$ cat src/rtl/mul_axi_pkg.sv
// Shared response codes, FSM state encodings and default address map for the
// multiplier operand/result slave.
package mul_axi_pkg;

  localparam logic [1:0] RESP_OKAY   = 2'b00;
  localparam logic [1:0] RESP_SLVERR = 2'b10;

  localparam logic [31:0] DEF_OPR_BASE = 32'h0000_0000;
  localparam logic [31:0] DEF_RES_BASE = 32'h0000_1000;

  typedef logic [0:0] rd_state_t;
  localparam rd_state_t R_IDLE = 1'b0;
  localparam rd_state_t R_RESP = 1'b1;

  typedef logic [1:0] wr_state_t;
  localparam wr_state_t W_IDLE   = 2'd0;
  localparam wr_state_t W_COMMIT = 2'd1;
  localparam wr_state_t W_RESP   = 2'd2;

endpackage

$ cat src/rtl/mul_addr_decode.sv
// Combinational byte-address decode: alignment, base/range check and word index.
module mul_addr_decode
  import mul_axi_pkg::*;
#(
  parameter logic [31:0] BASE       = DEF_OPR_BASE,
  parameter int unsigned DEPTH      = 16,
  parameter int unsigned LOG2_BYTES = 1,
  localparam int unsigned IW        = (DEPTH > 1) ? $clog2(DEPTH) : 1
) (
  input  logic [31:0]   i_addr,
  output logic          o_valid,
  output logic [IW-1:0] o_idx
);

  logic [32:0] w_off;
  logic [32:0] w_span;
  logic [31:0] w_mask;

  // Bit 32 of the widened difference is the borrow, i.e. addr < BASE.
  assign w_off   = {1'b0, i_addr} - {1'b0, BASE};
  assign w_span  = 33'(DEPTH) << LOG2_BYTES;
  assign w_mask  = (32'd1 << LOG2_BYTES) - 32'd1;
  assign o_valid = !w_off[32] && (w_off < w_span) && ((i_addr & w_mask) == '0);
  assign o_idx   = w_off[LOG2_BYTES +: IW];

endmodule

$ cat src/rtl/mul_operand_slave.sv
// Responder for the multiplier master: dual-operand reads on AR/R from a 16-bit
// operand memory, product writes on AW/W/B into a 32-bit result memory.
module mul_operand_slave
  import mul_axi_pkg::*;
#(
  parameter int unsigned OPR_DEPTH = 16,
  parameter int unsigned RES_DEPTH = 16,
  parameter logic [31:0] OPR_BASE  = DEF_OPR_BASE,
  parameter logic [31:0] RES_BASE  = DEF_RES_BASE,
  localparam int unsigned OIW      = (OPR_DEPTH > 1) ? $clog2(OPR_DEPTH) : 1,
  localparam int unsigned RIW      = (RES_DEPTH > 1) ? $clog2(RES_DEPTH) : 1
) (
  input  logic           PCLK,
  input  logic           PRESETn,
  input  logic           M_arvalid,
  input  logic [31:0]    M_Raddr1,
  input  logic [31:0]    M_Raddr2,
  output logic           S_arready,
  output logic           S_rvalid,
  input  logic           M_rready,
  output logic [15:0]    S_Rdata1,
  output logic [15:0]    S_Rdata2,
  output logic [1:0]     S_rresp,
  input  logic           M_awvalid,
  input  logic [31:0]    M_Waddr,
  output logic           S_awready,
  input  logic           M_wvalid,
  input  logic [31:0]    M_Wdata,
  output logic           S_wready,
  output logic           S_bvalid,
  input  logic           M_bready,
  output logic [1:0]     S_bresp,
  input  logic           load_en,
  input  logic [OIW-1:0] load_idx,
  input  logic [15:0]    load_data,
  input  logic [RIW-1:0] res_idx,
  output logic [31:0]    res_data
);

  logic [15:0] r_opr [OPR_DEPTH];
  logic [31:0] r_res [RES_DEPTH];

  rd_state_t   r_rstate;
  logic        r_arready;
  logic        r_rvalid;
  logic [15:0] r_rdata1;
  logic [15:0] r_rdata2;
  logic [1:0]  r_rresp;

  wr_state_t   r_wstate;
  logic        r_aw_got;
  logic        r_w_got;
  logic [31:0] r_waddr;
  logic [31:0] r_wdata;
  logic        r_awready;
  logic        r_wready;
  logic        r_bvalid;
  logic [1:0]  r_bresp;
  logic [31:0] r_res_data;

  logic           w_v1;
  logic           w_v2;
  logic           w_vr;
  logic [OIW-1:0] w_i1;
  logic [OIW-1:0] w_i2;
  logic [RIW-1:0] w_ir;
  logic           w_ar_hs;
  logic           w_aw_hs;
  logic           w_w_hs;
  logic           w_aw_next;
  logic           w_w_next;
  logic           w_commit;

  mul_addr_decode #(.BASE(OPR_BASE), .DEPTH(OPR_DEPTH), .LOG2_BYTES(1)) u_dec_op1 (
    .i_addr (M_Raddr1),
    .o_valid(w_v1),
    .o_idx  (w_i1)
  );

  mul_addr_decode #(.BASE(OPR_BASE), .DEPTH(OPR_DEPTH), .LOG2_BYTES(1)) u_dec_op2 (
    .i_addr (M_Raddr2),
    .o_valid(w_v2),
    .o_idx  (w_i2)
  );

  mul_addr_decode #(.BASE(RES_BASE), .DEPTH(RES_DEPTH), .LOG2_BYTES(2)) u_dec_res (
    .i_addr (r_waddr),
    .o_valid(w_vr),
    .o_idx  (w_ir)
  );

  assign w_ar_hs   = M_arvalid & r_arready;
  assign w_aw_hs   = M_awvalid & r_awready;
  assign w_w_hs    = M_wvalid & r_wready;
  assign w_aw_next = r_aw_got | w_aw_hs;
  assign w_w_next  = r_w_got | w_w_hs;
  assign w_commit  = (r_wstate == W_COMMIT) && w_vr;

  // Preload writes land via NBA, so a same-edge AR to that word sees the old value.
  always_ff @(posedge PCLK) begin
    if (!PRESETn) begin
      for (int unsigned i = 0; i < OPR_DEPTH; i++) r_opr[i] <= '0;
    end else if (load_en) begin
      r_opr[load_idx] <= load_data;
    end
  end

  always_ff @(posedge PCLK) begin
    if (!PRESETn) begin
      for (int unsigned i = 0; i < RES_DEPTH; i++) r_res[i] <= '0;
      r_res_data <= '0;
    end else begin
      if (w_commit) r_res[w_ir] <= r_wdata;
      r_res_data <= r_res[res_idx];
    end
  end

  always_ff @(posedge PCLK) begin
    if (!PRESETn) begin
      r_rstate  <= R_IDLE;
      r_arready <= 1'b0;
      r_rvalid  <= 1'b0;
      r_rdata1  <= '0;
      r_rdata2  <= '0;
      r_rresp   <= RESP_OKAY;
    end else if (r_rstate == R_IDLE) begin
      r_arready <= 1'b1;
      if (w_ar_hs) begin
        r_rdata1  <= w_v1 ? r_opr[w_i1] : '0;
        r_rdata2  <= w_v2 ? r_opr[w_i2] : '0;
        r_rresp   <= (w_v1 && w_v2) ? RESP_OKAY : RESP_SLVERR;
        r_rvalid  <= 1'b1;
        r_arready <= 1'b0;
        r_rstate  <= R_RESP;
      end
    end else if (M_rready) begin
      r_rvalid  <= 1'b0;
      r_arready <= 1'b1;
      r_rstate  <= R_IDLE;
    end
  end

  always_ff @(posedge PCLK) begin
    if (!PRESETn) begin
      r_wstate  <= W_IDLE;
      r_aw_got  <= 1'b0;
      r_w_got   <= 1'b0;
      r_waddr   <= '0;
      r_wdata   <= '0;
      r_awready <= 1'b0;
      r_wready  <= 1'b0;
      r_bvalid  <= 1'b0;
      r_bresp   <= RESP_OKAY;
    end else begin
      case (r_wstate)
        W_IDLE: begin
          if (w_aw_hs) r_waddr <= M_Waddr;
          if (w_w_hs)  r_wdata <= M_Wdata;
          r_aw_got <= w_aw_next;
          r_w_got  <= w_w_next;
          if (w_aw_next && w_w_next) begin
            r_awready <= 1'b0;
            r_wready  <= 1'b0;
            r_wstate  <= W_COMMIT;
          end else begin
            r_awready <= !w_aw_next;
            r_wready  <= !w_w_next;
          end
        end
        W_COMMIT: begin
          r_bvalid <= 1'b1;
          r_bresp  <= w_vr ? RESP_OKAY : RESP_SLVERR;
          r_wstate <= W_RESP;
        end
        W_RESP: begin
          if (M_bready) begin
            r_bvalid  <= 1'b0;
            r_aw_got  <= 1'b0;
            r_w_got   <= 1'b0;
            r_awready <= 1'b1;
            r_wready  <= 1'b1;
            r_wstate  <= W_IDLE;
          end
        end
        default: r_wstate <= W_IDLE;
      endcase
    end
  end

  assign S_arready = r_arready;
  assign S_rvalid  = r_rvalid;
  assign S_Rdata1  = r_rdata1;
  assign S_Rdata2  = r_rdata2;
  assign S_rresp   = r_rresp;
  assign S_awready = r_awready;
  assign S_wready  = r_wready;
  assign S_bvalid  = r_bvalid;
  assign S_bresp   = r_bresp;
  assign res_data  = r_res_data;

endmodule
$ cat config.mk
export PLATFORM = sky130hd
export DESIGN_NAME = mul_operand_slave
export DESIGN_NICKNAME = d
export VERILOG_FILES = /design/src/rtl/mul_axi_pkg.sv /design/src/rtl/mul_addr_decode.sv /design/src/rtl/mul_operand_slave.sv
export SDC_FILE = /design/constraint.sdc
export NUM_CORES = 1
export LEC_CHECK = 0
export CORE_MARGIN = 1.5
export CORE_UTILIZATION = 40
export CTS_CLUSTER_SIZE = 16
export DETAILED_ROUTE_END_ITERATION = 8
export MAX_ROUTING_LAYER = met4
export PLACE_DENSITY = 0.58
export REMOVE_ABC_BUFFERS = 1
export SLEW_MARGIN = 15
export SYNTH_ARGS = -nofsm -noshare
export SYNTH_HDL_FRONTEND = slang
export SYNTH_SLANG_ARGS = --single-unit
$ cat constraint.sdc
create_clock -name PCLK -period 5.45 [get_ports PCLK]
set_input_delay 0.545 -clock PCLK [delete_from_list [all_inputs] [get_ports PCLK]]
set_output_delay 0.545 -clock PCLK [all_outputs]
set_load 0.01 [all_outputs]
; ---- After elaboration in Yosys (flattened, before gate mapping)
; Memories as Yosys holds them, arrays and structs flattened. A register that Yosys moved wholly into a read port is not among the register bits.
; Index checks and enable logic that the tools add are counted.
[totals]
reg_bits = 110
ramBits = 768
output_inout_bits = 73
n_memories = 2
[classes]
add_sub_neg = 1
order_cmp = 3
eq_ne = 5
muxes = 38
bitwise = 6
reduce_logical = 27
[mem_list]
columns = memory, words, width, read_ports, rd_ports_with_merged_regs, wr, line
row1 = r_res, 16, 32, 1, 1, 16, mul_operand_slave.sv:41  ; logic [31:0] r_res [RES_DEPTH];
row2 = r_opr, 16, 16, 2, 0, 16, mul_operand_slave.sv:40  ; logic [15:0] r_opr [OPR_DEPTH];
[op_table]
columns = cell, n
row1 = $logic_not 32->1, 3
row2 = $lt 32x6->1 const B, 2
row3 = $mux 16, 3
row4 = $lt 33x7->1 const B, 1
row5 = $sub 32x13->33 const B, 1
row6 = $mux 32, 1
row7 = $reduce_or 32->1, 1
row8 = $mux 1, 22
row9 = $reduce_or 16->1, 1
row10 = $reduce_and 2->1, 7
row11 = $pmux 1 s2, 5
row12 = $mux 2, 4
row13 = $mux 4, 2
row14 = $logic_and 1x1->1, 7
row15 = $ne 2x2->1 const B, 3
row16 = $pmux 2 s3, 1
row17 = $reduce_bool 2->1, 3
row18 = $logic_not 1->1, 4
row19 = $and 1x1->1, 3
row20 = $eq 2x1->1 const B, 1
row21 = $eq 2x2->1 const B, 1
row22 = $logic_not 2->1, 1
row23 = $or 1x1->1, 2
row24 = $not 1->1, 1

; ---- Longest topological paths before layout
[depth]
depth_word = 10
depth_mapped = 11
ltp_nobuf = 8

; ---- By module
; Synthesis repeated with hierarchy kept, for this count alone.
[unflattened]
hier_cells = 2898
hier_area_um2 = 41563.6
[modules_own_cells]
columns = module, n_inst, cells_each, area_per_inst_um2, seq_area_each_um2
row1 = mul_operand_slave, 1, 2836, 41134.5, 25864.8
row2 = mul_addr_decode at u_dec_res, 1, 34, 239.0, 0.0
row3 = mul_addr_decode at u_dec_op1 ..., 2, 14, 95.1, 0.0

; ---- Least setup slack after synthesis
; Ideal clock, no wire load.
[synth_timing]
path_type = reg2reg
startpoint = register r_waddr[12]
endpoint = memory r_res[15][0], enable pin
setup_time_ns = 0.511
arrival_time_ns = 5.079
required_ns = 4.939
slack_ns = -0.139
stages_incl_launch_ff = 9
n_path_buf = 1
synth_period_minus_slack_ns = 5.589
path_cell_list = dfxtp_1 -> inv_1 -> ha_1 -> nor4bb_1 -> o21ai_0 -> o31ai_1 -> nand4_2 -> buf_4 -> o41ai_1
[synth_lines]
columns = element, line
row1 = start: declaration, mul_operand_slave.sv:53  ; logic [31:0] r_waddr;
row2 = start signal: assignment, mul_operand_slave.sv:157  ; if (w_aw_hs) r_waddr <= M_Waddr;
row3 = end: declaration, mul_operand_slave.sv:41

==> run_results.csv <==
group,metric,value,unit
run_status,status,"finished, final reports clean",
floorplan,coreArea,110400,um2
final_layout,layout-drive-gt1-share,34.45,%
synth,synthTopCellsByArea,"edfxtp_1, mux4_2, nor3_2",
synth,synth_cells,2934,
global_routing,antenna_found_initial,4,
synth,synth-simple-area-share,19.41,%
timing,rsz0062_at_grt,"false",
timing,fin_ws,1462,ps
synth,synth_async_sr_flop_share,0,%
final_layout,layout.nets,3242,
worst_setup_path,cp_max_fo,32,
clock_network,cts_resized,0,
synth,syn_area_per_cell,15.14,um2
global_routing,grt_pass1_vias,28430,
timing,maxSlewHeadroom,14.15,%
timing,max_freq,0.2508,GHz
route,num_vias,26750,
power_and_ir_drop,peakVddDrop,241.7,uV
place,hpwl,72230,um
final_layout,multi_input_area,17290,um2
worst_setup_path,arrival,4290,ps
flow_run,drv_cap,0,
final_layout,area_growth,16.56,%
floorplan,dieArea,113000,um2
timing,tns,0,ps
clock_network,htree_levels,3,
power_and_ir_drop,leakage,16.04,nW
timing,post-route-period-util,73.17,%
clock_network,clock_sinks,908,
clock_network,cts_made_buffers,101,
place,place_ws,1515,ps
worst_setup_path,required,5750,ps
timing,worst_pin_slew,1286,ps
timing,hold_violations,0,
route,wl,129300,um
global_routing,grt.total_usage,23.68,%
synth,synth_xor_area_share,0.05917,%
global_routing,grt_max_degree,113,
floorplan,core.rowCount,122,
min_path,min_path_type,"input pin to flop",
route,drtPass1Iterations,5,
synth,synth_warnings,0,
worst_setup_path,endpoint_kind,"flop",
timing,setup_violations,0,
clock_network,post_cts_buffers,0,
synth,synth_fa_ha_area_share,0.02818,%
clock_network,cts.reportedPaths.clkPinSlew,60,ps
clock_network,cts_hold_buf,0,
route,vias_per_cell,5.739,
synth,synth_seq_area_share,58.25,%
floorplan,start_util,40.24,%
synth,synth_seq_cells,908,
place,globalplace.congestion,0.8068,
route,ant_nets,0,
clock_network,cts_root_buf,"clkbuf_16",
power_and_ir_drop,total_power,16.69,mW
worst_setup_path,cpPeakStageDelay,750,ps
global_routing,grt_pass1_wl,189100,um
synth,synth_edf_count,768,
synth,muxShareOfSynthArea,15.78,%
synth,yosys.cell_types.count,55,
synth,yosys.area.top_type,"edfxtp_1",
worst_setup_path,worst_path_max_delay_cell,"nand4_2",
clock_network,cts_tree,"built",
clock_network,clock_latency,680,ps
synth,synth_compound_area_share,2.981,%
synth,synth_top_cell_area_share,51.93,%
place,placement.io_buffers,230,
timing,skew,15.93,ps
floorplan,die_y,336.2,um
worst_setup_path,path_cells,"inv_1 > ha_1 > nor4bb_1 > o21ai_0 > o31ai_1 > nand4_2 > o41ai_2 > buf_4",
synth,syn-cell-area,44410,um2
clock_network,clockBufferDepth,3,
synth,postSynth.topFlopCell,"edfxtp_1",
timing,final_max_slew_viol_count,0,
synth,synth_top_family_by_area,"simple AND/OR/NAND/NOR gates",
global_routing,overflow,0,
final_layout,final-seq-area,25860,um2
power_and_ir_drop,power_density,322.4,nW/um2
timing,min_period,3988,ps
worst_setup_path,crit_type,"flop to flop",
route,drtIter0Drc,2583,
floorplan,io_pins,233,
route,drc,0,
worst_setup_path,critPathLaunchType,"flop",
route,wire_per_inst,27.74,um
final_layout,fill_cells,9545,
floorplan,die_x,336.2,um
## registers in the layout (all words and copies together), names as in the netlist, 2 cells and up
register  flops
r_res       512
r_opr       256
r_wstate      2
S_Rdata2     16
r_wdata      32
r_waddr      32
S_Rdata1     16
res_data     32
## final timing paths
kind | from | end | slack, ps | depth (start not counted)
worst min-delay path | PRESETn | S_Rdata1[3]$_SDFFE_PN0P_ | 290 | 2
worst max-delay path | r_waddr[12]$_SDFFE_PN0P_ | r_res[2][5]$_SDFFCE_PN0P_ | 1460 | 8
worst min register to register | S_Rdata2[11]$_SDFFE_PN0P_ | S_Rdata2[11]$_SDFFE_PN0P_ | 450 | 2
worst max register to register | r_waddr[12]$_SDFFE_PN0P_ | r_res[2][5]$_SDFFCE_PN0P_ | 1460 | 8
## stage by stage
step	utilization [%]	cells	hold WS [ps]	instance area, um2
2_1_floorplan	-	2656	441.1	42930
3_3_place_gp	43.68	4465	440.9	48200
3_5_place_dp	43.68	4465	442.1	48210
4_1_cts	46.86	4654	250.4	51720
5_1_grt	46.89	4657	294.2	51750
6_report	46.90	4660	290.2	51760
## synthesized netlist by cell type (all sizes together), types with 2 or more instances
| master | count |
|---|---|
| nor2b | 35 |
| mux2i | 17 |
| o211a | 3 |
| and3 | 5 |
| nand4 | 8 |
| xnor2 | 2 |
| or2 | 2 |
| nand4b | 3 |
| dfxtp | 140 |
| o21ai | 32 |
| mux4 | 303 |
| nand3b | 4 |
| a211oi | 16 |
| a22oi | 16 |
| nor2 | 32 |
| o41ai | 17 |
| a21oi | 20 |
| nand2b | 11 |
| and2 | 290 |
| inv | 18 |
| nand2 | 283 |
| a21boi | 66 |
| clkbuf | 182 |
| nor4 | 17 |
| or3 | 2 |
| edfxtp | 768 |
| o31ai | 3 |
| nor3 | 519 |
| buf | 97 |
| nand3 | 6 |
| nor4bb | 2 |
| o21a | 2 |
## kinds of logic (layout without fill, tap and decap cells)
kind of cell | after synthesis | count (layout)
buffers and inverters | 297 | 529
adders and majority gates | 1 | 1
other | 1 | 7
AOI/OAI and AO/OA | 179 | 179
DFF | 908 | 908
and+or+nand+nor | 1224 | 1224
muxes | 321 | 321
xor gates and xnor gates | 3 | 3
## layer usage
metal | global-route usage, % | part of all wire [%]
met1 | 29.17 | 40
met2 | 39.52 | 50
met3 | 4.273 | 7.0
met4 | 7.596 | 3.2
met5 | - | 0
## report_power, final
group,switching (mW),total (mW),internal (mW),leakage [nW]
Combinational,0.915,1.56,0.645,5.43
Clock,2.86,7.17,4.31,1.73
Sequential,0.148,7.96,7.81,8.87
## layout make-up
class | count | share of cell area, %
sequential | 908 | 49.97
tap | 1488 | 3.597
multi-input combinational | 1730 | 33.41
inverter | 18 | 0.1305
timing repair buffer | 322 | 6.087
antenna | 5 | 0.02417
clock buffer | 149 | 5.838
clock inverter | 40 | 0.9452
## placed cells by master, fill, tap and decap left out, types with 10 or more instances in the layout
cell type | Yosys | final
a211oi_1 | 16 | 16
a21boi_0 | 66 | 66
a21oi_1 | 19 | 19
a22oi_1 | 16 | 16
and2_1 | 290 | 289
buf_12 | 0 | 14
buf_4 | 4 | 80
bufinv_16 | 0 | 10
clkbuf_1 | 182 | 20
clkbuf_16 | 0 | 104
clkbuf_8 | 0 | 26
clkdlybuf4s50_1 | 0 | 220
clkinv_2 | 0 | 18
dfxtp_1 | 140 | 140
edfxtp_1 | 768 | 768
inv_1 | 18 | 18
mux2i_1 | 17 | 17
mux4_2 | 303 | 303
nand2_1 | 282 | 281
nand2b_1 | 11 | 11
nor2_1 | 32 | 18
nor2b_1 | 35 | 33
nor3_1 | 49 | 49
nor3_2 | 470 | 470
nor4_1 | 16 | 16
o21ai_0 | 31 | 19
## worst max-delay path, delay by kind of cell, from the launching register on
kind                       cells  cell delay (ps)
DFF                            1              360
buffers and inverters          2              790
and+or+nand+nor                2             1070
adders and majority gates      1              260
AOI/OAI and AO/OA              3             1100
(Power assumes the default switching activity.)
